## src/rtl/periferico_es.sv

```systemverilog
// Processor I/O peripheral: a debounced pushbutton latches a switch word for the CPU
// (with a stall handshake), and a separate register holds the CPU's display word.
module periferico_es #(
  parameter int         DATA_WIDTH      = 16,
  parameter int         DEBOUNCE_CYCLES = 4,
  parameter logic [1:0] ENTRADA         = 2'b11,
  parameter logic [1:0] SAIDA           = 2'b10
) (
  input  logic                  clock,
  input  logic                  reset_n,
  input  logic [1:0]            seletorES,
  input  logic                  botao,
  input  logic [DATA_WIDTH-1:0] chaves,
  input  logic [DATA_WIDTH-1:0] dadoCPU,
  output logic [DATA_WIDTH-1:0] dadoEntrada,
  output logic                  enter,
  output logic                  espera,
  output logic                  entradaValida,
  output logic [DATA_WIDTH-1:0] displaySaida
);

  localparam int CW = (DEBOUNCE_CYCLES < 1) ? 1 : $clog2(DEBOUNCE_CYCLES + 1);
  localparam logic [CW-1:0] LP_LAST = CW'(DEBOUNCE_CYCLES - 1);

  typedef enum logic [1:0] {OCIOSO, ESPERA, LIBERA} estado_t;

  logic                  r_sync1;
  logic                  r_sync2;
  logic                  r_deb;
  logic                  r_debPrev;
  logic [CW-1:0]         r_cnt;
  logic                  r_enter;
  estado_t               r_estado;
  logic [DATA_WIDTH-1:0] r_dadoEntrada;
  logic                  r_entradaValida;
  logic [DATA_WIDTH-1:0] r_displaySaida;
  logic                  w_selEntrada;
  logic                  w_selSaida;

  assign w_selEntrada = (seletorES == ENTRADA);
  assign w_selSaida   = (seletorES == SAIDA);

  // The debounced level flips only after the synchronized button has disagreed with it
  // for DEBOUNCE_CYCLES cycles in a row; any agreement restarts the count.
  always_ff @(posedge clock or negedge reset_n) begin
    if (!reset_n) begin
      r_sync1   <= 1'b0;
      r_sync2   <= 1'b0;
      r_deb     <= 1'b0;
      r_debPrev <= 1'b0;
      r_cnt     <= '0;
      r_enter   <= 1'b0;
    end else begin
      r_sync1 <= botao;
      r_sync2 <= r_sync1;
      if (r_sync2 == r_deb) begin
        r_cnt <= '0;
      end else if (r_cnt >= LP_LAST) begin
        r_deb <= r_sync2;
        r_cnt <= '0;
      end else begin
        r_cnt <= r_cnt + 1'b1;
      end
      r_debPrev <= r_deb;
      r_enter   <= r_deb & ~r_debPrev;
    end
  end

  // A capture in ESPERA takes priority over the processor withdrawing its request.
  always_ff @(posedge clock or negedge reset_n) begin
    if (!reset_n) begin
      r_estado        <= OCIOSO;
      r_dadoEntrada   <= '0;
      r_entradaValida <= 1'b0;
    end else begin
      r_entradaValida <= 1'b0;
      case (r_estado)
        OCIOSO: begin
          if (w_selEntrada) r_estado <= ESPERA;
        end
        ESPERA: begin
          if (r_enter) begin
            r_dadoEntrada   <= chaves;
            r_entradaValida <= 1'b1;
            r_estado        <= LIBERA;
          end else if (!w_selEntrada) begin
            r_estado <= OCIOSO;
          end
        end
        LIBERA: begin
          r_estado <= OCIOSO;
        end
        default: begin
          r_estado <= OCIOSO;
        end
      endcase
    end
  end

  always_ff @(posedge clock or negedge reset_n) begin
    if (!reset_n) begin
      r_displaySaida <= '0;
    end else if (w_selSaida) begin
      r_displaySaida <= dadoCPU;
    end
  end

  // Stall is raised in the same cycle the processor first selects input.
  assign espera        = (r_estado == ESPERA) | ((r_estado == OCIOSO) & w_selEntrada);
  assign dadoEntrada   = r_dadoEntrada;
  assign enter         = r_enter;
  assign entradaValida = r_entradaValida;
  assign displaySaida  = r_displaySaida;

endmodule

```

## config.mk

```make
export PLATFORM = sky130hd
export DESIGN_NAME = periferico_es
export DESIGN_NICKNAME = d
export VERILOG_FILES = /design/src/rtl/periferico_es.sv
export SDC_FILE = /design/constraint.sdc
export NUM_CORES = 1
export LEC_CHECK = 0
export CAP_MARGIN = 20
export CORE_UTILIZATION = 43
export CTS_BUF_LIST = sky130_fd_sc_hd__clkbuf_8
export DETAILED_ROUTE_END_ITERATION = 16
export PLACE_DENSITY = 0.83
export SETUP_SLACK_MARGIN = 0.02
export SYNTH_ARGS = -nofsm -noshare
export SYNTH_HDL_FRONTEND = slang
export SYNTH_SLANG_ARGS = --single-unit
export TNS_END_PERCENT = 50
```

## constraint.sdc

```tcl
create_clock -name clock -period 1.6 [get_ports clock]
set_input_delay 0.48 -clock clock [delete_from_list [all_inputs] [get_ports clock]]
set_output_delay 0.48 -clock clock [all_outputs]
set_load 0.01 [all_outputs]
```

==> results of run 1 <==
==> layer usage <==
| metal | global-route usage (%) | wire, µm |
|---|---|---|
| met4 | 8.89 | 65 |
| met5 | 0 | 0 |
| met3 | 5.63 | 221 |
| met2 | 29.1 | 1600 |
| met1 | 19.1 | 1230 |
==> path summary, 6_finish.rpt <==
check,from,to
setup reg to reg,r_cnt[0],r_deb
min in group clock,r_sync1,r_sync2
setup / recovery,seletorES[0],espera
max in group asynchronous,reset_n,dadoEntrada[11]
hold reg to reg,r_sync1,r_sync2
hold / removal,reset_n,displaySaida[1]
==> kinds of logic (layout without fill, tap and decap cells) <==
kind of cell,after synthesis,after routing,share of synthesized area (%)
simple gates,9,9,4.08
mux,33,33,26.1
flops,43,43,63.8
buf+inv,6,87,3.19
xor+xnor,1,1,0.520
compound gates,2,2,0.816
fa+ha+maj,2,2,1.48
==> final cells by class <==
cell class	instances	area, µm²
Fill cell	282	1200
Inverter	3	11.3
Multi-Input combinational cell	47	556
Tap cell	48	60.1
Sequential cell	43	1080
Clock buffer	6	82.6
Timing Repair Buffer	77	726
Clock inverter	1	5.00
==> cells in the mapped netlist <==
library cell | count | area share [%]
mux2_4 | 18 | 16
mux2_2 | 15 | 10
and4b_1 | 1 | 0.59
nand3b_4 | 1 | 1.2
ha_1 | 2 | 1.5
nor2b_1 | 1 | 0.37
inv_1 | 3 | 0.67
nand2_1 | 1 | 0.22
xnor2_1 | 1 | 0.52
nor3_1 | 1 | 0.30
nand2b_1 | 1 | 0.37
nor4_1 | 1 | 0.37
buf_6 | 2 | 1.3
buf_12 | 1 | 1.2
a211o_1 | 1 | 0.52
a21oi_1 | 1 | 0.30
nor3b_1 | 1 | 0.45
nor2_1 | 1 | 0.22
dfrtp_1 | 43 | 64
==> power by group <==
group | switching, mW | total, mW | internal, mW | leakage [nW]
clock network | 0.321 | 0.659 | 0.338 | 0.0470
registers | 0.177 | 1.61 | 1.43 | 0.514
logic | 0.476 | 1.24 | 0.759 | 0.691
total | 0.974 | 3.50 | 2.53 | 1.25
==> through the flow <==
| step | hold WS, ns | power [mW] |
|---|---|---|
| after floorplan | 0.184 | 2.28 |
| after global placement | 0.341 | 3.02 |
| after detailed placement | 0.335 | 3.09 |
| after CTS | 0.159 | 3.57 |
| after global routing | 0.161 | 3.73 |
| final | 0.159 | 3.50 |
==> flip-flops by register name (all words and copies together), names as in the netlist <==
name	count
r_estado	2
r_debPrev	1
enter	1
dadoEntrada	16
r_sync2	1
displaySaida	16
r_sync1	1
r_cnt	3
entradaValida	1
r_deb	1
==> timing repair <==
action | in CTS | in global routing
setup buffers | 1 | 0
hold endpoints to repair | 0 | 0
endpoints found under the setup margin | 35 | 0
gates resized for setup | 40 | 0
==> key figures, run 1 <==
Final layout
  • Layout cells sized above 1: 27.7%
  • Non-Filler Instances: 225
  • Layout Area Growth over Synthesis: 49.3%
  • Ant. Diodes: 0
  • Design Area, Final: 2520 µm²
  • Commonest non-fill, non-tap cells in the layout: 43 x dfrtp_1, 36 x dlygate4sd2_1, 33 x clkdlybuf4s50_1
  • Fin util: 67.7%
  • Final nets: ~220
  • Commonest non-fill, non-tap cell in the layout: dfrtp_1

Timing
  • Total negative slack: 0 ns
  • Final Hold Fails: 0
  • Final worst-path cycle share: 95.9%
  • Minimum clock period: approximately 1.5 ns
  • Fin Clk Skew: roughly 0.0015 ns
  • Final setup viols: 0
  • Fin. max-slew vios: 0
  • Achievable Freq: about 0.65 GHz
  • Final setup margin: 0.0657 ns
  • Worst slew margin relative to its limit: between 70 and 80%
  • Worst Tran Pin Value: 0.303 ns
  • RSZ-0062 raised after global routing: false

Drt
  • Initial drt markers: 13
  • Pre-antenna DRT Iters: 2
  • DRC: 0
  • Post-DRT Antenna Nets: 0
  • Via count: 1051
  • Total wire length: 3120 µm
  • Drt via density: between 4 and 5
  • Per-cell routed wire length: approximately 14 µm

Power
  • Peak supply drop: 0.935 mV
  • PwrDens: ~1400 nW/µm²
  • Leak: 1.25 nW

Global routing
  • Vias in the first global route: 1173
  • Global route total overflow: 0
  • First-pass GRT wire length: 5190 µm
  • Pin count of the biggest net entering global routing: 44
  • Total GRT Usage: approximately 17%
  • Antenna violations before repair: 0

Critical path
  • R2r worst-path depth: 4
  • Crit path launch type: input port
  • Delay-heaviest family, CP: buffers and inverters
  • CP max FO: 2
  • Required @ worst endpoint: 1.12 ns
  • Buf+Inv Stages, Crit Path: 2
  • CP max stage delay: 0.24 ns
  • CP max stage cell: dlygate4sd2_1
  • CP Depth: 4
  • Crit-path cells: dlygate4sd2_1 > a21oi_1 > nor2_1 > buf_2
  • Worst Setup End Kind: primary output
  • Worst Path Arrival: approximately 1.1 ns
  • Internal reg-to-reg setup slack: 0.10 ns
  • Crit Path Category: in2out

Clocking
  • H-tree levels: 2
  • Maximum clock path buffer count: 2
  • Num CTS Buffers: 5
  • Hold_buf cts: 0
  • Clock root buffer: clkbuf_8
  • CTS sink count: 43
  • Clock latency on the worst-skew pair: 0.28 ns
  • CTS clk-pin slew, worst paths: 0.07 ns
  • TritonCTS clock tree: yes

Yosys
  • Yosys reg bits: 43
  • Syn Nets: around 140
  • Distinct cells, synth: 19
  • Warnings, synthesis: 0
  • Mean Syn Cell Area: 17.6 µm²
  • Register area share after synthesis: 63.8%
  • Mapped Area: about 1700 µm²
  • Mapped Cells: 96

Place
  • Setup WS pre-CTS: -0.548 ns
  • Placer Congestion: about 0.67
  • Count of placed standard cells including taps: 217
  • Port buffer count: 71
  • Final HPWL DP: 2310 µm
  • Post-DP Area: 2470 µm²

Die
  • Die height: 64.6 µm
  • # rows: 22
  • I/O pin total: 72
  • Core area: 3720 µm²
  • Starting Density: 45.4%
  • Full die area: 4170 µm²
  • Die width: between 60 and 70 µm

Run
  • Number of max-cap violations: 0

Run status
  • Outcome: finished, final reports clean

Min path
  • Tightest Hold Check Type: in2async
(Power assumes the default switching activity.)
==> run 2, diff against run 1 <==
--- a/config.mk
+++ b/config.mk
@@ -11,6 +11,7 @@
 export DETAILED_ROUTE_END_ITERATION = 16
 export PLACE_DENSITY = 0.83
 export SETUP_SLACK_MARGIN = 0.02
+export SKIP_CTS_REPAIR_TIMING = 1
 export SYNTH_ARGS = -nofsm -noshare
 export SYNTH_HDL_FRONTEND = slang
 export SYNTH_SLANG_ARGS = --single-unit
==> run 2 against run 1 <==
  * Wire length increased by 7.4%
  * Cell count increased by 0.44%
  * Core utilization increased by 3.9 points
  * Count of clock-buffer cells in the layout unchanged
  * Via count increased by 0.95%
  * Largest power group unchanged
==> key figures, run 2 (synthesized netlist as in run 1, its figures left out) <==
Die
  • Core area: 3720 µm² (unchanged)
  • Die width: 64.6 µm (unchanged)
  • Starting Density: 45.4% (unchanged)
  • # rows: 22 (unchanged)
  • Full die area: 4170 µm² (unchanged)
  • I/O pin total: 72 (unchanged)
  • Die height: 64.6 µm (unchanged)

Place
  • Final HPWL DP: 2310 µm (unchanged)
  • Post-DP Area: 2470 µm² (unchanged)
  • Setup WS pre-CTS: -0.548 ns (unchanged)
  • Port buffer count: 71 (unchanged)
  • Placer Congestion: 0.669 (unchanged)
  • Count of placed standard cells including taps: 217 (unchanged)

Critical path
  • Worst Path Arrival: 1.68 ns (+0.63 ns)
  • Internal reg-to-reg setup slack: 0.09 ns (about the same)
  • Crit. Startpoint: r_cnt[0]
  • Worst reg2reg path endpoint: r_deb
  • Crit path launch type: flip-flop
  • R2r worst-path depth: 4 (unchanged)
  • Worst Setup End Kind: flip-flop
  • CP Depth: 4 (unchanged)
  • CP max stage cell: dfrtp_1
  • CP max stage delay: 0.40 ns (+0.16 ns)
  • Critical Path End: r_deb
  • Reg2reg start: r_cnt[0]
  • Crit-path cells: ha_1 > ha_1 > a211o_1 > mux2_2
  • Delay-heaviest family, CP: adder cells
  • CP max FO: 3 (+1)
  • Most common cell on crit path: ha_1
  • Crit Path Category: reg2reg
  • Required @ worst endpoint: 1.77 ns (+0.65 ns)
  • Buf+Inv Stages, Crit Path: 0 (-2)

Timing
  • Total negative slack: 0 ns (unchanged)
  • Final worst-path cycle share: 94.2% (-1.7 points)
  • Achievable Freq: 0.663 GHz (+1.8%)
  • Final setup viols: 0 (unchanged)
  • Worst Tran Pin Value: 0.305 ns (+0.00143 ns)
  • Fin Clk Skew: 0.00359 ns (+0.00206 ns)
  • Fin. max-slew vios: 0 (unchanged)
  • Minimum clock period: 1.51 ns (-0.0270 ns)
  • Worst slew margin relative to its limit: 79.7% (-0.095 points)
  • Final Hold Fails: 0 (unchanged)
  • Final setup margin: 0.0926 ns (+0.0270 ns)
  • RSZ-0062 raised after global routing: false

Final layout
  • Non-Filler Instances: 226 (+0.44%)
  • Commonest non-fill, non-tap cells in the layout: 43 x dfrtp_1, 36 x dlymetal6s2s_1, 33 x clkdlybuf4s50_1
  • Layout Area Growth over Synthesis: 58.0%
  • Ant. Diodes: 0 (unchanged)
  • Design Area, Final: 2660 µm² (+5.8%)
  • Commonest non-fill, non-tap cell in the layout: dfrtp_1
  • Fin util: 71.6% (+3.9 points)
  • Final nets: 217 (+0.46%)
  • Layout cells sized above 1: 28.7% (+0.97 points)

Clocking
  • Clock root buffer: clkbuf_8
  • H-tree levels: 2 (unchanged)
  • CTS clk-pin slew, worst paths: 0.08 ns (about the same)
  • Num CTS Buffers: 5 (unchanged)
  • Clock latency on the worst-skew pair: 0.29 ns (about the same)
  • TritonCTS clock tree: yes
  • CTS sink count: 43 (unchanged)
  • Maximum clock path buffer count: 2 (unchanged)

Power
  • PwrDens: 1370 nW/µm² (-1.2%)
  • Leak: 1.55 nW (+24%)
  • Peak supply drop: 0.966 mV (+3.3%)

Run
  • Number of max-cap violations: 0 (unchanged)

Drt
  • Total wire length: 3350 µm (+7.4%)
  • Via count: 1061 (+0.95%)
  • Per-cell routed wire length: 14.8 µm (+6.9%)
  • Drt via density: 4.69 (+0.50%)
  • Pre-antenna DRT Iters: 2 (unchanged)
  • Post-DRT Antenna Nets: 0 (unchanged)
  • DRC: 0 (unchanged)
  • Initial drt markers: 9 (-4)

Run status
  • Outcome: finished, final reports clean

Global routing
  • Global route total overflow: 0 (unchanged)
  • Antenna violations before repair: 0 (unchanged)
  • Vias in the first global route: 1162 (-0.94%)
  • Total GRT Usage: 17.0% (-0.19 points)
  • First-pass GRT wire length: 5140 µm (-0.93%)
  • Pin count of the biggest net entering global routing: 44 (unchanged)

Min path
  • Tightest Hold Check Type: in2async
[run 2: cell count changes in the layout (fill, tap and decap cells not counted), sizes merged]
cell and delta:
dlymetal6s2s +36, dlygate4sd2 -36, buf +1
[run 2: area by class of cell]
class                           instances  area (µm²)
Tap cell                               48        60.1
Sequential cell                        43        1080
Multi-Input combinational cell         47         559
Timing Repair Buffer                   78         868
Clock inverter                          1        5.00
Clock buffer                            6        82.6
Inverter                                3        11.3
Fill cell                             243        1050
[run 2: layer usage]
layer | GRT usage [%] | wire (µm) | up-vias
met4 | 8.89 | 85 | 0
met3 | 5.63 | 235 | 7
met2 | 28.8 | 1720 | 51
met5 | 0 | 0 | -
met1 | 18.7 | 1300 | 512
li1 | - | - | 491
[run 2: power breakdown]
group / internal, mW / switching [mW] / leakage, nW
Sequential: 1.43 / 0.184 / 0.514
Clock: 0.338 / 0.324 / 0.0470
Combinational: 0.901 / 0.482 / 0.989
[run 2: how the worst min path moves through the flow]
stage,start,endpoint,slack (ns),cells after the start
detailed placement,r_sync1,r_sync2,0.33,0
floorplan,reset_n,dadoEntrada[0],0.18,0
global placement,r_sync1,r_sync2,0.34,0
finish,reset_n,displaySaida[1],0.15,2
CTS,reset_n,displaySaida[5],0.16,2
global route,reset_n,displaySaida[1],0.16,2
[run 2: stage by stage]
| stage | hold slack [ns] | power [mW] |
|---|---|---|
| finish | 0.155 | 3.66 |
| global route | 0.163 | 3.88 |
| CTS | 0.159 | 3.77 |
| detailed placement | 0.335 | 3.09 |
| global placement | 0.341 | 3.02 |
| floorplan | 0.184 | 2.28 |
==> run 3, diff against run 2 <==
--- a/config.mk
+++ b/config.mk
@@ -9,9 +9,9 @@
 export CORE_UTILIZATION = 43
 export CTS_BUF_LIST = sky130_fd_sc_hd__clkbuf_8
 export DETAILED_ROUTE_END_ITERATION = 16
-export PLACE_DENSITY = 0.83
+export PLACE_DENSITY = 0.88
+export RECOVER_POWER = 25
 export SETUP_SLACK_MARGIN = 0.02
-export SKIP_CTS_REPAIR_TIMING = 1
 export SYNTH_ARGS = -nofsm -noshare
 export SYNTH_HDL_FRONTEND = slang
 export SYNTH_SLANG_ARGS = --single-unit
==> run 3 against run 2 <==
  * Worst hold slack better by 0.20 ns
  * First-iteration DRC count grew to 2.8 times the previous value
  * Maximum frequency is 1.2% lower
  * Cell area is 6.5% lower
  * Clock power is 3.9% lower
  * Worst setup slack worse by 0.018 ns
  * Critical path depth stayed put
  * Critical path type unchanged
  * Largest cell class unchanged
  * Count of clock-buffer cells in the layout is 1 lower
==> key figures, run 3 (synthesized netlist as in run 1, its figures left out) <==
Run status
  • Outcome: finished, final reports clean

Critical path
  • Worst Path Arrival: 1.70 ns (+0.02 ns)
  • Crit Path Category: reg2reg
  • CP max FO: 3 (unchanged)
  • Worst Setup End Kind: flip-flop
  • Crit path launch type: flip-flop
  • Required @ worst endpoint: 1.78 ns (about the same)

Timing
  • Worst slew margin relative to its limit: 33.5% (-46 points)
  • Fin. max-slew vios: 0 (unchanged)
  • Final setup viols: 0 (unchanged)
  • Final Hold Fails: 0 (unchanged)
  • Minimum clock period: 1.53 ns (+0.0177 ns)
  • Fin Clk Skew: 0.00379 ns (+0.000208 ns)
  • Final worst-path cycle share: 95.3% (+1.1 points)
  • RSZ-0062 raised after global routing: false
  • Worst Tran Pin Value: 0.997 ns (+0.692 ns)
  • Achievable Freq: 0.656 GHz (-1.2%)

Die
  • # rows: 22 (unchanged)
  • Die height: 64.6 µm (unchanged)
  • Full die area: 4170 µm² (unchanged)
  • I/O pin total: 72 (unchanged)
  • Die width: 64.6 µm (unchanged)
  • Core area: 3720 µm² (unchanged)
  • Starting Density: 45.4% (unchanged)

Clocking
  • CTS clk-pin slew, worst paths: 0.08 ns (about the same)
  • Clock root buffer: clkbuf_8
  • TritonCTS clock tree: yes
  • H-tree levels: 2 (unchanged)
  • Clock latency on the worst-skew pair: 0.29 ns (about the same)
  • Num CTS Buffers: 5 (unchanged)
  • Maximum clock path buffer count: 2 (unchanged)
  • CTS sink count: 43 (unchanged)

Final layout
  • Design Area, Final: 2490 µm² (-6.5%)
  • Ant. Diodes: 0 (unchanged)
  • Layout cells sized above 1: 27.7% (-0.97 points)
  • Commonest non-fill, non-tap cells in the layout: 43 x dfrtp_1, 36 x dlygate4sd2_1, 33 x clkdlybuf4s50_1
  • Commonest non-fill, non-tap cell in the layout: dfrtp_1
  • Final nets: 215 (-0.92%)
  • Layout Area Growth over Synthesis: 47.7%

Place
  • Post-DP Area: 2460 µm² (-0.30%)
  • Placer Congestion: 0.702 (+4.9%)
  • Final HPWL DP: 2470 µm (+7.0%)
  • Port buffer count: 71 (unchanged)

Power
  • Tot Pwr: 3.48 mW (-4.9%)
  • Peak supply drop: 0.663 mV (-31%)
  • Leak: 1.24 nW (-20%)
  • PwrDens: 1400 nW/µm² (+1.7%)

Global routing
  • Met2 usage: 32.1% (+3.3 points)
  • Global route total overflow: 0 (unchanged)
  • Vias in the first global route: 1122 (-3.4%)
  • Gr busiest metal: met2
  • Total GRT Usage: 17.2% (+0.25 points)
  • Antenna violations before repair: 0 (unchanged)
  • First-pass GRT wire length: 5260 µm (+2.3%)
  • Pin count of the biggest net entering global routing: 44 (unchanged)
  • M3 GR Usage: 3.70% (-1.9 points)
  • Met1 Use GR: 18.1% (-0.64 points)

Drt
  • Drt via density: 4.77 (+1.7%)
  • Total wire length: 3280 µm (-2.1%)
  • Pre-antenna DRT Iters: 2 (unchanged)
  • Via count: 1074 (+1.2%)
  • Post-DRT Antenna Nets: 0 (unchanged)
  • DRC: 0 (unchanged)
  • Initial drt markers: 25 (+16)
  • Per-cell routed wire length: 14.6 µm (-1.6%)

Min path
  • Tightest Hold Check Type: reg2reg

Run
  • Number of max-cap violations: 0 (unchanged)
## run 3: cell count changes in the layout (fill, tap and decap cells not counted), sizes merged
cell | before | now
clkinv | 1 | 3
buf | 9 | 6
dlymetal6s2s | 36 | 0
dlygate4sd2 | 0 | 36
## run 3: routing by layer
| layer | wire length, µm | vias to the layer above |
|---|---|---|
| met4 | 53 | 0 |
| li1 | - | 491 |
| met5 | 0 | - |
| met1 | 1230 | 532 |
| met3 | 197 | 4 |
| met2 | 1800 | 47 |
## run 3: worst max-delay path, stage by stage, from the launching register on
cell,delay [ns]
dfrtp_1,0.41
ha_1,0.21
ha_1,0.20
a211o_1,0.31
mux2_2,0.29
## run 3: report_power, final
group / total [mW] / leakage, nW / internal [mW] / switching (mW)
clock: 0.636 / 0.0477 / 0.298 / 0.338
combinational: 1.23 / 0.681 / 0.755 / 0.473
sequential: 1.62 / 0.514 / 1.43 / 0.186
## run 3: cell type report
class                   instances  area (µm²)
clock buffers                   5        68.8
clock inverters                 3        15.0
multi-input cells              47         556
repair buffers                 76         703
flip-flops and latches         43        1080
inverters                       3        11.3
well taps                      48        60.1
fillers                       296        1230
## run 3: stage by stage
| stage | std cells | hold slack, ns | utilization [%] | TNS, ns | worst slack (ns) |
|---|---|---|---|---|---|
| 2_1_floorplan | 96 | 0.184 | - | 0 | 0.176 |
| 3_3_place_gp | 216 | 0.337 | 66.3 | -2.86 | -0.512 |
| 3_5_place_dp | 216 | 0.343 | 66.3 | -3.48 | -0.537 |
| 4_1_cts | 225 | 0.169 | 67.4 | 0 | 0.0695 |
| 5_1_grt | 225 | 0.365 | 67.0 | 0 | 0.0275 |
| 6_report | 225 | 0.355 | 67.0 | 0 | 0.0749 |
## run 3: what timing repair did
item / 4_1_cts / 5_1_grt
gates resized for setup: 40 / 0
endpoints found under the setup margin: 35 / 0
hold buffers: 0 / 0
buffers inserted: 1 / 0
## run 3: path summary, 6_finish.rpt
path                                from         endpoint  slack (ns)  depth (start not counted)
worst max-delay path            r_cnt[0]            r_deb        0.07                          4
worst min-delay path             r_sync1          r_sync2        0.36                          0
worst max register to register  r_cnt[0]            r_deb        0.07                          4
worst min register to register   r_sync1          r_sync2        0.36                          0
max in group asynchronous        reset_n  displaySaida[8]        0.54                          2
min in group asynchronous        reset_n  displaySaida[5]        0.44                          2
